--- src/rtl/uart_pkg.sv ---
// Shared UART definitions: FSM state encoding, data width and baud divider helper.
// The PARITY state exists only when UART_TX_PARITY_EN is defined.
package uart_pkg;

  localparam int DATA_W = 8;

  typedef enum logic [2:0] {
    IDLE,
    START,
    DATA,
`ifdef UART_TX_PARITY_EN
    PARITY,
`endif
    STOP
  } uart_state_e;

  function automatic int clks_per_bit(input int clk_freq, input int baud_rate);
    return clk_freq / baud_rate;
  endfunction

endpackage

--- src/rtl/uart_tx_fifo.sv ---
// Synchronous byte FIFO for the UART transmitter; pointers carry a wrap bit so
// full and empty are told apart without a separate occupancy counter.
module uart_tx_fifo #(
  parameter int DEPTH = 4,
  parameter int W     = 8
) (
  input  logic         clk,
  input  logic         rst_n,
  input  logic         wr_en,
  input  logic [W-1:0] wr_data,
  input  logic         rd_en,
  output logic [W-1:0] rd_data,
  output logic         full,
  output logic         empty
);

  localparam int AW = $clog2(DEPTH);
  localparam logic [AW:0] PTR_ONE = 1;

  logic [W-1:0] mem [DEPTH];
  logic [AW:0]  wr_ptr;
  logic [AW:0]  rd_ptr;
  logic         do_wr;
  logic         do_rd;

  assign do_wr   = wr_en && !full;
  assign do_rd   = rd_en && !empty;
  assign empty   = (wr_ptr == rd_ptr);
  assign full    = (wr_ptr[AW] != rd_ptr[AW]) && (wr_ptr[AW-1:0] == rd_ptr[AW-1:0]);
  assign rd_data = mem[rd_ptr[AW-1:0]];

  always_ff @(posedge clk or negedge rst_n) begin
    if (!rst_n) begin
      wr_ptr <= '0;
      rd_ptr <= '0;
    end else begin
      if (do_wr) wr_ptr <= wr_ptr + PTR_ONE;
      if (do_rd) rd_ptr <= rd_ptr + PTR_ONE;
    end
  end

  // Storage needs no reset; the pointers define what is valid.
  always_ff @(posedge clk) begin
    if (do_wr) mem[wr_ptr[AW-1:0]] <= wr_data;
  end

endmodule

--- src/rtl/uart_tx.sv ---
// Buffered 8N1 UART transmitter; define UART_TX_PARITY_EN to add an even parity
// bit between the data bits and the stop bit (11-bit frame instead of 10).
module uart_tx
  import uart_pkg::*;
#(
  parameter int CLK_FREQ   = 100_000_000,
  parameter int BAUD_RATE  = 115_200,
  parameter int FIFO_DEPTH = 4
) (
  input  logic              clk,
  input  logic              rst_n,
  input  logic [DATA_W-1:0] tx_byte,
  input  logic              tx_byte_valid,
  output logic              tx_ready,
  output logic              tx_serial,
  output logic              tx_busy,
  output uart_state_e       dbg_state
);

  localparam int CLKS_PER_BIT = clks_per_bit(CLK_FREQ, BAUD_RATE);
  localparam int CNT_W        = (CLKS_PER_BIT < 2) ? 1 : $clog2(CLKS_PER_BIT);
  localparam logic [CNT_W-1:0] CNT_ONE  = 1;
  localparam logic [CNT_W-1:0] CNT_LAST = CNT_W'(CLKS_PER_BIT - 1);

  generate
    if (CLKS_PER_BIT < 2) begin : g_bad_baud
      $error("uart_tx: CLK_FREQ / BAUD_RATE must be at least 2");
    end
    if (FIFO_DEPTH < 2 || (FIFO_DEPTH & (FIFO_DEPTH - 1)) != 0) begin : g_bad_depth
      $error("uart_tx: FIFO_DEPTH must be a power of two and at least 2");
    end
  endgenerate

  // Handshake: tx_byte is taken on a rising edge where tx_byte_valid && tx_ready;
  // tx_ready depends only on buffer occupancy, never on tx_byte_valid.
  logic              fifo_full;
  logic              fifo_empty;
  logic              fifo_pop;
  logic [DATA_W-1:0] fifo_rd_data;

  uart_tx_fifo #(
    .DEPTH (FIFO_DEPTH),
    .W     (DATA_W)
  ) u_fifo (
    .clk     (clk),
    .rst_n   (rst_n),
    .wr_en   (tx_byte_valid && tx_ready),
    .wr_data (tx_byte),
    .rd_en   (fifo_pop),
    .rd_data (fifo_rd_data),
    .full    (fifo_full),
    .empty   (fifo_empty)
  );

  assign tx_ready = !fifo_full;

  uart_state_e       state_q, state_d;
  logic [CNT_W-1:0]  clk_cnt_q, clk_cnt_d;
  logic [2:0]        bit_idx_q, bit_idx_d;
  logic [DATA_W-1:0] data_q, data_d;
  logic              line_d;
  logic              serial_q;
  logic              busy_q;
  logic              bit_done;

  assign bit_done  = (clk_cnt_q == CNT_LAST);
  assign dbg_state = state_q;
  assign tx_serial = serial_q;
  assign tx_busy   = busy_q;

  always_ff @(posedge clk or negedge rst_n) begin
    if (!rst_n) begin
      state_q   <= IDLE;
      clk_cnt_q <= '0;
      bit_idx_q <= '0;
      data_q    <= '0;
      serial_q  <= 1'b1;
      busy_q    <= 1'b0;
    end else begin
      state_q   <= state_d;
      clk_cnt_q <= clk_cnt_d;
      bit_idx_q <= bit_idx_d;
      data_q    <= data_d;
      serial_q  <= line_d;
      busy_q    <= (state_q != IDLE);
    end
  end

  always_comb begin
    state_d   = state_q;
    clk_cnt_d = clk_cnt_q;
    bit_idx_d = bit_idx_q;
    data_d    = data_q;
    fifo_pop  = 1'b0;
    case (state_q)
      IDLE: begin
        if (!fifo_empty) begin
          fifo_pop  = 1'b1;
          data_d    = fifo_rd_data;
          clk_cnt_d = '0;
          state_d   = START;
        end
      end
      START: begin
        if (bit_done) begin
          clk_cnt_d = '0;
          bit_idx_d = '0;
          state_d   = DATA;
        end else begin
          clk_cnt_d = clk_cnt_q + CNT_ONE;
        end
      end
      DATA: begin
        if (bit_done) begin
          clk_cnt_d = '0;
          if (bit_idx_q == 3'd7) begin
`ifdef UART_TX_PARITY_EN
            state_d = PARITY;
`else
            state_d = STOP;
`endif
          end else begin
            bit_idx_d = bit_idx_q + 3'd1;
          end
        end else begin
          clk_cnt_d = clk_cnt_q + CNT_ONE;
        end
      end
`ifdef UART_TX_PARITY_EN
      PARITY: begin
        if (bit_done) begin
          clk_cnt_d = '0;
          state_d   = STOP;
        end else begin
          clk_cnt_d = clk_cnt_q + CNT_ONE;
        end
      end
`endif
      STOP: begin
        if (bit_done) begin
          clk_cnt_d = '0;
          // Chain straight into the next frame so queued bytes leave no idle gap.
          if (!fifo_empty) begin
            fifo_pop = 1'b1;
            data_d   = fifo_rd_data;
            state_d  = START;
          end else begin
            state_d = IDLE;
          end
        end else begin
          clk_cnt_d = clk_cnt_q + CNT_ONE;
        end
      end
      default: state_d = IDLE;
    endcase
  end

  // Line level follows the current state; registering it adds one cycle of lag.
  always_comb begin
    line_d = 1'b1;
    case (state_q)
      START:   line_d = 1'b0;
      DATA:    line_d = data_q[bit_idx_q];
`ifdef UART_TX_PARITY_EN
      PARITY:  line_d = ^data_q;
`endif
      default: line_d = 1'b1;
    endcase
  end

endmodule

--- config.mk ---
export PLATFORM = sky130hd
export DESIGN_NAME = uart_tx
export DESIGN_NICKNAME = d
export VERILOG_FILES = /design/src/rtl/uart_pkg.sv /design/src/rtl/uart_tx_fifo.sv /design/src/rtl/uart_tx.sv
export SDC_FILE = /design/constraint.sdc
export NUM_CORES = 1
export LEC_CHECK = 0
export CORE_MARGIN = 3
export CORE_UTILIZATION = 35
export DETAILED_ROUTE_END_ITERATION = 10
export PLACE_DENSITY_LB_ADDON = 0.05
export SLEW_MARGIN = 20
export SYNTH_ARGS = -nofsm -noshare
export SYNTH_HDL_FRONTEND = slang
export SYNTH_SLANG_ARGS = --single-unit
--- constraint.sdc ---
create_clock -name clk -period 2.35 [get_ports clk]
set_clock_uncertainty 0.2 [all_clocks]
set_input_delay 0.235 -clock clk [delete_from_list [all_inputs] [get_ports clk]]
set_output_delay 0.235 -clock clk [all_outputs]
set_load 0.05 [all_outputs]
==> results.ini, run 1 <==
[run_status]
status = finished clean

[pwr]
ir_drop_mv = 0.4444
p_sw_uw = 1741
seq_power_share = 0.358
power.density_nw_per_um2 = 1365
p_int_uw = 3074
power_frac_clock = 0.217
comb_power_share = 0.425
p_total_uw = 4815
cellLeakagePower_uw = 0.001372
p_sw_frac = 0.3616

[synth]
synth_flop_cell = edfxtp_1
ys_ff_latch = 63
synth_cell_types = 52
yosys.area.top_type = edfxtp_1
syn-num-nets = 228
synth_edf_count = 32
synth_warnings = 0
netlist_area_sq_um = 3002
synth_area_per_cell_sq_um = 14.71
yosysTopAreaCellShare = 0.3201
ys_seq_area_frac = 0.5790
async_flop_share = 0.4921
synthTopCellsByArea = edfxtp_1 32%, dfrtp_1 25%, mux4_2 7.5%
netlist_instances = 204

[clock_tree]
cts_sinks = 63
max-clock-path-buffers = 2
cts_tree = done
root_buffer = clkbuf_8
cts_max_level = 3
insertion_delay_ns = 0.34
path_clk_slew_ns = 0.08
cts_buffers = 9

[worst_setup_path]
cp-start-kind = flop
cp_slowest_cell = a211o_2
worstPathArrival_ns = 2.24
end_kind = flop
ff2ff_setup_slack_ns = 0.13
crit_type = flop to flop
crit_path_max_incr_delay_ns = 0.48
path_cells = ha_1 > and4bb_2 > nand3_4 > a211o_2 > mux2_4
required_ns = 2.37
path_max_fanout = 8

[global_route]
track_usage = 0.1270
grt.overflow.total = 0
grt_pass1_vias = 1901
grt_max_degree = 32
antenna_found_initial = 0
grt_pass1_wl_um = 9466

[final_layout]
areaGrowthSynthToFinish_pct = 17.51
drive_gt1_frac = 0.2308
nNetsFinal = 253
diodes = 0

[detailed_routing]
drc_errors = 0
vias = 1742
firstDrtPassIters = 4
wirelength_um = 5564
drtAntennaViolNets = 0
vias_per_cell = 5.139
wl_per_cell_um = 16.41
drtIter0Drc = 58

[floorplanning]
io_pins = 17
num_rows = 33
core_area_sq_um = 8258
fp.dieH_um = 98.61
die_area_sq_um = 9723
die_w_um = 98.61
start_util = 0.3635

[sta]
relSlewSlack = 0.6435
fmax_ghz = 0.4505
slew_violations = 0
finalCriticalPeriod_ns = 2.220
finalHoldViolCount = 0
worst_pin_slew_ns = 0.5331
final.setup.tns_ns = 0
finalSetupViolations = 0
min_period_over_period = 0.9445
rsz0062_at_grt = false

[place]
place.gp.congestion = 0.7713
hpwl_um = 4048
io_buffers = 15

[job]
maxCapViolations = 0

[worst_hold_path]
hold_class = primary input to asynchronous set/reset pin

stage by stage:
stage                     utilization  cell area (sq um)  hold WS, ns  std cells  setup WS (ns)
after global placement         0.3988               3293       0.2939        323         0.1674
after CTS                      0.4256               3515      0.09582        339        0.07088
after detailed placement       0.3988               3293       0.2999        323        0.08726
after global routing           0.4271               3527       0.1227        339        0.01087
final                          0.4271               3527      0.09478        339         0.1304
after floorplan                     -               3002      -0.2606        204         0.1033
timing repair:
action	in CTS	in global routing
resized for setup	0	2
endpoints found under the hold margin	0	0
setup buffers	0	0
setup endpoints to repair	0	13
hold buffers	0	0
Yosys cell counts, types with 2 or more instances:
master,instances
nor3_1,2
edfxtp_1,32
buf_4,2
xor2_2,2
or3_1,2
and2_1,6
inv_1,9
ha_1,13
nand3_1,5
mux2_4,8
nand2b_1,4
a22o_1,3
dfrtp_1,30
nand4_1,3
xor2_1,4
mux2i_1,2
a21oi_1,5
nand2_1,7
nor2_1,4
xnor2_1,3
o21ai_0,9
buf_2,3
o31ai_1,4
mux4_2,10
or4_1,3
o21ai_1,3
power groups by stage:
stage | Combinational (uW) | Sequential, uW | Clock (uW)
3_5_place_dp | 2040 | 1750 | 0
3_3_place_gp | 2000 | 1730 | 0
4_1_cts | 2050 | 1730 | 1080
6_report | 2050 | 1720 | 1040
5_1_grt | 2230 | 1770 | 1130
2_1_floorplan | 1450 | 1810 | 0
final timing paths:
kind | end | start | cells after the start
worst max register to register | data_q[1]$_DFFE_PN0P_ | clk_cnt_q[0]$_DFFE_PN0P_ | 5
worst max-delay path | data_q[1]$_DFFE_PN0P_ | clk_cnt_q[0]$_DFFE_PN0P_ | 5
worst min-delay path | clk_cnt_q[6]$_DFFE_PN0P_ | rst_n | 2
worst min register to register | data_q[5]$_DFFE_PN0P_ | data_q[5]$_DFFE_PN0P_ | 1
max in group asynchronous | tx_serial$_DFF_PN1_ | rst_n | 2
min in group clk | data_q[5]$_DFFE_PN0P_ | data_q[5]$_DFFE_PN0P_ | 1
cells in the final DEF (no fill, tap or decap), drive strengths merged, types with 7 or more instances in the layout:
cell,synthesis,final
buf,6,7
dfrtp,30,30
edfxtp,32,32
clkbuf,1,10
mux2,10,10
nand2,7,7
mux4,10,10
clkdlybuf4s50,0,14
ha,13,13
inv,9,10
o21ai,12,12
critical path, delay by kind of cell (launching register included):
family / cells / cell delay [ns]
muxes: 1 / 0.32
DFF: 1 / 0.42
adders and majority gates: 1 / 0.24
AOI/OAI and AO/OA: 1 / 0.48
and+or+nand+nor: 2 / 0.45
kinds of logic after synthesis:
| group | count (synthesis) | share of synthesized area |
|---|---|---|
| flops | 63 | 0.5790 |
| fa+ha+maj | 13 | 0.05419 |
| other cells | 1 | 0.001249 |
| buf+inv | 16 | 0.02626 |
| mux | 22 | 0.1292 |
| simple gates | 45 | 0.09754 |
| compound gates | 35 | 0.08129 |
| xor+xnor | 9 | 0.03126 |
flip-flops by register name (all words and copies together) (netlist names):
register       flops
tx_busy            1
u_fifo.wr_ptr      3
tx_serial          1
u_fifo.rd_ptr      3
clk_cnt_q         10
bit_idx_q          3
data_q             8
dbg_state          2
u_fifo.mem        32
layer usage:
layer,share of wire,GRT usage,up-vias
met5,0,0,-
met4,0.021,0.05462,0
met3,0.036,0.04176,9
met2,0.51,0.2122,25
met1,0.43,0.1504,886
li1,-,-,822
final cells by class:
cell class | instances | area (sq um)
Sequential cell | 63 | 1738
Clock inverter | 6 | 93.84
Fill cell | 768 | 4731
Tap cell | 105 | 131.4
Clock buffer | 10 | 127.6
Timing Repair Buffer | 21 | 205.2
Multi-Input combinational cell | 125 | 1197
Inverter | 9 | 33.78
Power figures use the tool's default switching activity.
==> inputs of run 2 (changes only) <==
--- a/config.mk
+++ b/config.mk
@@ -9,7 +9,6 @@
 export CORE_UTILIZATION = 35
 export DETAILED_ROUTE_END_ITERATION = 10
 export PLACE_DENSITY_LB_ADDON = 0.05
-export SLEW_MARGIN = 20
 export SYNTH_ARGS = -nofsm -noshare
 export SYNTH_HDL_FRONTEND = slang
 export SYNTH_SLANG_ARGS = --single-unit
==> results of run 2 <==
No change in the layout: final DEF, timing and power equal those of run 1.
